==> src/rtl/ram_port_arbiter_if.sv <==
// RAM port arbitration handshake between the CPU/DMA request side and the arbiter.
// The master drives requests; the slave (arbiter) drives grants and status.
interface ram_port_arbiter_if;
    logic       bus_arbitrate;
    logic [1:0] dma_req;
    logic       bus_ack;
    logic [1:0] dma_ack;
    logic       grant_owner;
    logic       burst_done;

    modport master (
        output bus_arbitrate,
        output dma_req,
        input  bus_ack,
        input  dma_ack,
        input  grant_owner,
        input  burst_done
    );

    modport slave (
        input  bus_arbitrate,
        input  dma_req,
        output bus_ack,
        output dma_ack,
        output grant_owner,
        output burst_done
    );
endinterface

==> src/rtl/ram_port_arbiter.sv <==
// Shared RAM port arbiter: CPU by default, bounded round-robin DMA bursts started
// only at CPU arbitration points, with a guaranteed CPU window after each burst.
module ram_port_arbiter #(
    parameter int BURST_LEN = 4,
    parameter int CPU_MIN   = 2
) (
    input  logic                  clk,
    input  logic                  reset,
    ram_port_arbiter_if.slave     bus
);

    generate
        if ((BURST_LEN < 1) || (BURST_LEN > 15) || (CPU_MIN < 1) || (CPU_MIN > 15)) begin : g_cfg_err
            $error("ram_port_arbiter: BURST_LEN and CPU_MIN must both be in 1..15");
        end
    endgenerate

    localparam logic [3:0] BURST_INIT = 4'(BURST_LEN - 1);
    localparam logic [3:0] HOLD_INIT  = 4'(CPU_MIN - 1);

    typedef enum logic [1:0] {
        S_CPU  = 2'd0,
        S_DMA  = 2'd1,
        S_HOLD = 2'd2
    } state_t;

    state_t     r_state;
    logic       r_owner;
    logic       r_last_owner;
    logic [3:0] r_burst_cnt;
    logic [3:0] r_hold_cnt;
    logic       r_burst_done;
    logic       r_bus_ack;
    logic [1:0] r_dma_ack;

    logic w_winner;
    logic w_grant;
    logic w_release;

    // A tie goes to whoever did not own the previous burst.
    assign w_winner  = (bus.dma_req == 2'b11) ? ~r_last_owner : bus.dma_req[1];
    assign w_grant   = (r_hold_cnt == 4'd0) && bus.bus_arbitrate && (bus.dma_req != 2'b00);
    assign w_release = !bus.dma_req[r_owner] || (r_burst_cnt == 4'd0);

    // Grant outputs are registered alongside the state so that they always
    // reflect the state being entered.
    always_ff @(posedge clk or negedge reset) begin
        if (!reset) begin
            r_state      <= S_CPU;
            r_owner      <= 1'b0;
            r_last_owner <= 1'b1;
            r_burst_cnt  <= 4'd0;
            r_hold_cnt   <= 4'd0;
            r_burst_done <= 1'b0;
            r_bus_ack    <= 1'b1;
            r_dma_ack    <= 2'b00;
        end else begin
            case (r_state)
                S_CPU: begin
                    r_burst_done <= 1'b0;
                    if (w_grant) begin
                        r_state      <= S_DMA;
                        r_owner      <= w_winner;
                        r_last_owner <= w_winner;
                        r_burst_cnt  <= BURST_INIT;
                        r_bus_ack    <= 1'b0;
                        r_dma_ack    <= w_winner ? 2'b10 : 2'b01;
                    end else if (r_hold_cnt != 4'd0) begin
                        r_hold_cnt <= r_hold_cnt - 4'd1;
                    end
                end
                S_DMA: begin
                    if (w_release) begin
                        r_state      <= S_HOLD;
                        r_hold_cnt   <= HOLD_INIT;
                        r_burst_done <= 1'b1;
                        r_bus_ack    <= 1'b1;
                        r_dma_ack    <= 2'b00;
                    end else begin
                        r_burst_cnt <= r_burst_cnt - 4'd1;
                    end
                end
                S_HOLD: begin
                    r_burst_done <= 1'b0;
                    if (r_hold_cnt == 4'd0) begin
                        r_state <= S_CPU;
                    end else begin
                        r_hold_cnt <= r_hold_cnt - 4'd1;
                    end
                end
                default: begin
                    r_state      <= S_CPU;
                    r_burst_done <= 1'b0;
                    r_bus_ack    <= 1'b1;
                    r_dma_ack    <= 2'b00;
                end
            endcase
        end
    end

    assign bus.bus_ack     = r_bus_ack;
    assign bus.dma_ack     = r_dma_ack;
    assign bus.grant_owner = r_owner;
    assign bus.burst_done  = r_burst_done;

endmodule

==> src/flat_wrapper.sv <==
// flat-port wrapper written by rule: the top's interface ports become plain ports
module ram_port_arbiter_flat 
#(
    parameter int BURST_LEN = 4,
    parameter int CPU_MIN   = 2
)
  (clk, reset, bus_bus_arbitrate, bus_dma_req, bus_bus_ack, bus_dma_ack, bus_grant_owner, bus_burst_done);
  ram_port_arbiter_if bus_i ();
  input  logic clk;
  input  logic reset;
  input wire logic [$bits(bus_i.bus_arbitrate)-1:0] bus_bus_arbitrate;
  input wire logic [$bits(bus_i.dma_req)-1:0] bus_dma_req;
  output wire logic [$bits(bus_i.bus_ack)-1:0] bus_bus_ack;
  output wire logic [$bits(bus_i.dma_ack)-1:0] bus_dma_ack;
  output wire logic [$bits(bus_i.grant_owner)-1:0] bus_grant_owner;
  output wire logic [$bits(bus_i.burst_done)-1:0] bus_burst_done;
  assign bus_i.bus_arbitrate = bus_bus_arbitrate;
  assign bus_i.dma_req = bus_dma_req;
  assign bus_bus_ack = bus_i.bus_ack;
  assign bus_dma_ack = bus_i.dma_ack;
  assign bus_grant_owner = bus_i.grant_owner;
  assign bus_burst_done = bus_i.burst_done;
  ram_port_arbiter #(.BURST_LEN(BURST_LEN), .CPU_MIN(CPU_MIN)) u_core (.clk(clk), .reset(reset), .bus(bus_i));
endmodule
==> config.mk <==
export PLATFORM = sky130hd
export DESIGN_NAME = ram_port_arbiter_flat
export DESIGN_NICKNAME = d
export VERILOG_FILES = /design/src/rtl/ram_port_arbiter_if.sv /design/src/rtl/ram_port_arbiter.sv /design/src/flat_wrapper.sv
export SDC_FILE = /design/constraint.sdc
export NUM_CORES = 1
export LEC_CHECK = 0
export CORE_AREA = 2 2 48 50
export DETAILED_ROUTE_END_ITERATION = 16
export DIE_AREA = 0 0 50 52
export PLACE_DENSITY = 0.62
export SLEW_MARGIN = 10
export SYNTH_ARGS = -nofsm -noshare
export SYNTH_HDL_FRONTEND = slang
export SYNTH_SLANG_ARGS = --single-unit
==> constraint.sdc <==
create_clock -name clk -period 1.7 [get_ports clk]
set_clock_uncertainty 0.2 [all_clocks]
set_input_delay 0.34 -clock clk [delete_from_list [all_inputs] [get_ports clk]]
set_output_delay 0.34 -clock clk [all_outputs]
set_load 0.02 [all_outputs]
# ---- Word-level counts from Yosys, hierarchy flattened
# Index checks and enable logic that the tools add are counted.
dict set report classes {
  addsub 2
  n_lt_le_gt_ge 1
  eq_ne 10
  muxes 23
  bitwise_logic 2
  n_reduce_logical 16
}
# operator count
set ops {}
lappend ops {{two-way mux 4 bit} 6}
lappend ops {{two-way mux 2 bit} 6}
lappend ops {{one-hot mux 2 bit (3 select lines)} 2}
lappend ops {{one-hot mux 4 bit (3 select lines)} 1}
lappend ops {{AND reduction 3 bit} 3}
lappend ops {{zero test 4 bit} 2}
lappend ops {{inequality test 2 x 1 -> 1 bit (second input constant)} 4}
lappend ops {{one-hot mux 4 bit (2 select lines)} 1}
lappend ops {{subtractor 4 x 1 -> 4 bit (second input constant)} 2}
lappend ops {{two-way mux 1 bit} 6}
lappend ops {{inequality test 2 bit (second input constant)} 3}
lappend ops {{AND reduction 5 bit} 1}
lappend ops {{== test 2 bit (second input constant)} 2}
lappend ops {{nonzero test 2 bit} 2}
lappend ops {{nonzero test 4 bit} 1}
lappend ops {{one-hot mux 1 bit (3 select lines)} 1}
lappend ops {{nonzero test 3 bit} 1}
lappend ops {{== test 2 x 1 -> 1 bit (second input constant)} 1}
lappend ops {{logical AND 1 bit} 2}
lappend ops {{zero test 2 bit} 1}
lappend ops {{< comparator 1 x 2 -> 1 bit (second input constant)} 1}
lappend ops {{inverter 1 bit} 2}
lappend ops {{AND reduction 2 bit} 1}
lappend ops {{zero test 1 bit} 1}
lappend ops {{logical OR 1 bit} 1}
dict set report word_totals {
  reg_bits 16
  output_inout_bits 5
}

# ---- Longest topological paths before layout
dict set report depth {
  ltp_word 6
  mapped_depth 6
  mapped_depth_nobuf 6
}

# ---- Worst setup path before layout
# No wires, ideal clock.
dict set report synth_timing {
  path_kind {reg-to-reg}
  startpoint {register u_core.r_owner (netlist: u_core.bus.grant_owner)}
  endpoint {register u_core.r_hold_cnt[3]}
  arrival_time_ps 1391
  setup_slack_ps -12
  stages_incl_launch_ff 5
  synth_period_minus_slack_ps 1712
  path_cell_list {dfrtp_1 > mux2i_2 > nor2_2 > o21a_1 > a22o_1}
}
dict set report synth_between {
  elab_chain_cells 6
}
# item line_no
set synth_rtl {}
lappend synth_rtl {{start, declared} ram_port_arbiter.sv:28} ;# logic r_owner;
lappend synth_rtl {{start signal, assigned} ram_port_arbiter.sv:63} ;# r_owner <= w_winner;
lappend synth_rtl {{two-way mux 1 bit (implied by the code) (2 in series)} ram_port_arbiter.sv:43} ;# assign w_release = !bus.dma_req[r_owner] || (r_burst_cnt == 4'd0);
lappend synth_rtl {{zero test 1 bit} ram_port_arbiter.sv:43}
lappend synth_rtl {{logical OR 1 bit} ram_port_arbiter.sv:43}
lappend synth_rtl {{inequality test 2 x 1 -> 1 bit (no line)} --}
lappend synth_rtl {{AND reduction 5 bit (no line)} --}
lappend synth_rtl {{end signal, assigned} ram_port_arbiter.sv:69} ;# r_hold_cnt <= r_hold_cnt - 4'd1;
lappend synth_rtl {{end signal, assigned} ram_port_arbiter.sv:88} ;# r_hold_cnt <= r_hold_cnt - 4'd1;
lappend synth_rtl {{end, declared} ram_port_arbiter.sv:31} ;# logic [3:0] r_hold_cnt;
# No other way between the ends. The select of a mux whose other input is x is not followed.
# A chain may end at the register's enable or synchronous reset.

# ---- Final worst setup path
dict set report layout_timing {
  startpoint {register u_core.r_burst_cnt[0]}
  endpoint {register u_core.r_burst_cnt[0]}
}
dict set report layout_between {
  elab_chain_cells 4
  word_cells_on_any_way 7
  classes_between {add/sub (1); eq/ne (1); mux (2); reduce/logical (3)}
}
# item line_no
set layout_rtl {}
lappend layout_rtl {{start, declared} ram_port_arbiter.sv:30} ;# logic [3:0] r_burst_cnt;
lappend layout_rtl {{start signal, assigned} ram_port_arbiter.sv:80} ;# r_burst_cnt <= r_burst_cnt - 4'd1;
lappend layout_rtl {{parallel branches: the longest is 4 deep, another holds subtractor 4 x 1 -> 4 bit} --}
# Parallel ways; which one is timed is not known. The select of a mux whose other input is x is not followed.

==> metrics.log <==
INFO  metric synth_async_sr_flop_share = 1.00
INFO  metric sequentialPowerShare = 0.324
INFO  metric antenna_found_initial = 0
INFO  metric status = finished with violations
INFO  metric p_int = 1.32 mW
INFO  metric number_of_unique_standard_cell_types_used_by_synthesis = 36
INFO  metric hold_viol_final = 0
INFO  metric wire_per_inst = 13.3 um
INFO  metric setup_violations = 3
INFO  metric crit_fanout = 4
INFO  metric power.clock.fraction = 0.101
INFO  metric syn2layout_area_growth = 46.4%
INFO  metric ys.flop_type = dfrtp_1
INFO  metric worst_skew_pair.late_latency = 0.29 ns
INFO  metric critical_path_required = 1.69 ns
INFO  metric timing.setup.critical_path_class = flop to flop
INFO  metric drv_cap = 0
INFO  metric layout-drive-gt1-share = 0.474
INFO  metric maximum_number_of_pins_on_one_net_before_global_route_repair = 17
INFO  metric most_frequent_standard_cell_in_the_layout_excluding_fill_and_tap_cells = buf_4
INFO  metric syn_nets = 84
INFO  metric routed_wl = 1.88 mm
INFO  metric design.die.area = 0.00260 mm^2
INFO  metric cell_taking_the_most_area_after_synthesis = dfrtp_1
INFO  metric row_count = 17
INFO  metric die-width = 50 um
INFO  metric globalRoute.totalOverflow = 0
INFO  metric synth-simple-area-share = 0.205
INFO  metric nNetsFinal = 123
INFO  metric post-synth-top-area-fraction = 0.401
INFO  metric setup_repair_after_global_routing_missed_its_margin = yes
INFO  metric drtAntennaViolNets = 0
INFO  metric count_of_pins_over_their_slew_limit = 0
INFO  metric synth-adder-area-share = 0.0430
INFO  metric fin_crit_sh = 1.01
INFO  metric tritoncts.num_buffers = 3
INFO  metric design.core.area = 0.00211 mm^2
INFO  metric clock_root_cell = clkbuf_4
INFO  metric slew_headroom = 0.650
INFO  metric violations_in_the_final_reports = negative setup slack
INFO  metric post_synth.cell_area_avg = 11.5 um^2
INFO  metric min_period = 1.72 ns
INFO  metric deepest_level_of_the_cts_h_tree = 1
INFO  metric timing_worst_slew_pin_value = 0.522 ns
INFO  metric post_synth_main_area_contributors = dfrtp_1 (40%), dfstp_2 (6.0%), ha_1 (4.3%)
INFO  metric yosysSeqAreaShare = 0.461
INFO  metric sw_frac_of_total = 0.390
INFO  metric place_area = 0.00115 mm^2
INFO  metric port_buffer_count = 9
INFO  metric yosys_warnings = 0
INFO  metric boundaryPins = 10
INFO  metric antenna_cells_inserted = 0
INFO  metric avgViaCountPerCell = 5.05
INFO  metric irDropWorstVdd = 752 uV
INFO  metric clock_path_buffers = 2
INFO  metric grt_pass1_wl = 3.35 mm
INFO  metric ys_seq_elements = 16
INFO  metric hpwl = 1.41 mm
INFO  metric die_y = 52 um
INFO  metric critical_path_arrival = 1.71 ns
INFO  metric first_pass_iters = 4
INFO  metric syn-cell-area = 873 um^2
INFO  metric setup.worst_path.end_class = flop
INFO  metric post-route-cell-area = 0.00128 mm^2
INFO  metric pre_cts_ws = -0.242 ns
INFO  metric share_comb_of_total_power = 0.575
INFO  metric worst_hold_path_type = input port to asynchronous set/reset pin
INFO  metric clock_sink_count = 16
INFO  metric cts_tree = done
INFO  metric drtIter0Drc = 8
INFO  metric post_synth_inst_count = 76
INFO  metric worst_setup_path_start_kind = flop
INFO  metric combinational_family_with_the_most_area_after_synthesis = compound AO/OA/AOI/OAI gates
INFO  metric synth-edff-count = 0
INFO  metric number_of_drc_violations_after_detailed_routing = 0
INFO  metric synth_mux_area_frac = 0.0501
INFO  metric most_frequent_cells_in_the_layout = buf_4 (22), dfrtp_1 (14), nand2_1 (9)
INFO  metric setup_slack = -0.0186 ns
INFO  metric start_util = 0.415
INFO  metric grt_pass1_vias = 777
INFO  metric clk_pin_slew_worst_paths = 0.10 ns
INFO  metric synth-compound-area-share = 0.213
INFO  metric maxClockFrequency = 582 MHz
INFO  metric track_usage = 0.171
INFO  metric cellPowerDensity = 1690 mW/mm^2
INFO  metric detailroute.via_count = 717
INFO  metric leakagePower = 0.597 nW
INFO  metric synth_xor_area_frac = 0.0100
INFO  metric place_congestion = 0.732
INFO  metric p_switching = 844 uW
## cell usage after synthesis (2+ instances only)
master,instances
nand3_1,2
o21ai_0,2
a21oi_1,2
nor3_1,2
nor2_1,2
nand2_1,9
nor3b_4,2
dfrtp_1,14
dfstp_2,2
o21ai_1,2
o21a_1,3
a21o_1,2
ha_1,3
mux2i_1,3
a22o_1,2
inv_1,4
## cell families after synthesis
logic type | Yosys count
compound gates | 22
simple gates | 26
fa+ha+maj | 3
buf+inv | 4
xor+xnor | 1
mux | 4
flops | 16
## what timing repair did
item / CTS / global route
endpoints found under the setup margin: 14 / 14
hold buffers: 0 / 0
pin swaps: 15 / 3
setup buffers: 6 / 1
gates cloned: 0 / 0
resized for setup: 16 / 8
## path summary, 6_finish.rpt
check	from	to	slack (ns)	depth (start not counted)
min in group clk	u_core.bus.bus_ack$_DFFE_PN1P_	u_core.bus.bus_ack$_DFFE_PN1P_	0.28	2
setup / recovery	u_core.r_burst_cnt[0]$_DFFE_PN0P_	u_core.r_burst_cnt[0]$_DFFE_PN0P_	-0.02	6
max in group asynchronous	reset	u_core.bus.bus_ack$_DFFE_PN1P_	0.88	2
setup reg to reg	u_core.r_burst_cnt[0]$_DFFE_PN0P_	u_core.r_burst_cnt[0]$_DFFE_PN0P_	-0.02	6
hold reg to reg	u_core.bus.bus_ack$_DFFE_PN1P_	u_core.bus.bus_ack$_DFFE_PN1P_	0.28	2
hold / removal	reset	u_core.r_hold_cnt[2]$_DFFE_PN0P_	0.16	2
## state kept, by name (all words and copies together) (netlist names)
| signal | flops |
|---|---|
| u_core.bus.burst_done | 1 |
| u_core.bus.bus_ack | 1 |
| u_core.bus.dma_ack | 2 |
| u_core.bus.grant_owner | 1 |
| u_core.r_burst_cnt | 4 |
| u_core.r_hold_cnt | 4 |
| u_core.r_last_owner | 1 |
| u_core.r_state | 2 |
## worst max-delay path: stages (launching register included)
cell     delay [ns]
dfrtp_1        0.41
inv_2          0.08
ha_4           0.12
nor3b_4        0.31
or2_4          0.22
o21ai_4        0.07
o21a_1         0.20
## final cells by class
cell class | count | area, um^2
inverters | 4 | 15.0
repair buffers | 34 | 284
fillers | 174 | 827
flip-flops and latches | 16 | 403
clock buffers | 4 | 26.3
well taps | 28 | 35.0
multi-input cells | 56 | 515
## per-stage QoR
stage | hold WS [ns] | setup TNS [ns] | instances | utilization | power, mW
floorplan | -0.156 | 0 | 76 | - | 1.28
global placement | 0.272 | -2.27 | 132 | 0.546 | 1.75
detailed placement | 0.270 | -2.61 | 132 | 0.546 | 1.79
CTS | 0.175 | -0.181 | 141 | 0.591 | 2.10
global route | 0.179 | -0.844 | 142 | 0.607 | 2.33
finish | 0.163 | -0.0465 | 142 | 0.607 | 2.16
## layer usage
metal	vias to the layer above	track usage	wire length, um
met1	350	0.198	810
met3	5	0.0316	59
met2	11	0.309	980
met4	0	0.0694	34
met5	-	0	0
li1	351	-	-
## power by group through the flow
stage	logic, mW	clock network (mW)	registers [mW]
2_1_floorplan	0.513	0	0.767
3_3_place_gp	1.06	0	0.694
6_report	1.25	0.219	0.701
5_1_grt	1.38	0.237	0.722
4_1_cts	1.19	0.221	0.695
3_5_place_dp	1.09	0	0.699
(Power assumes the default switching activity.)
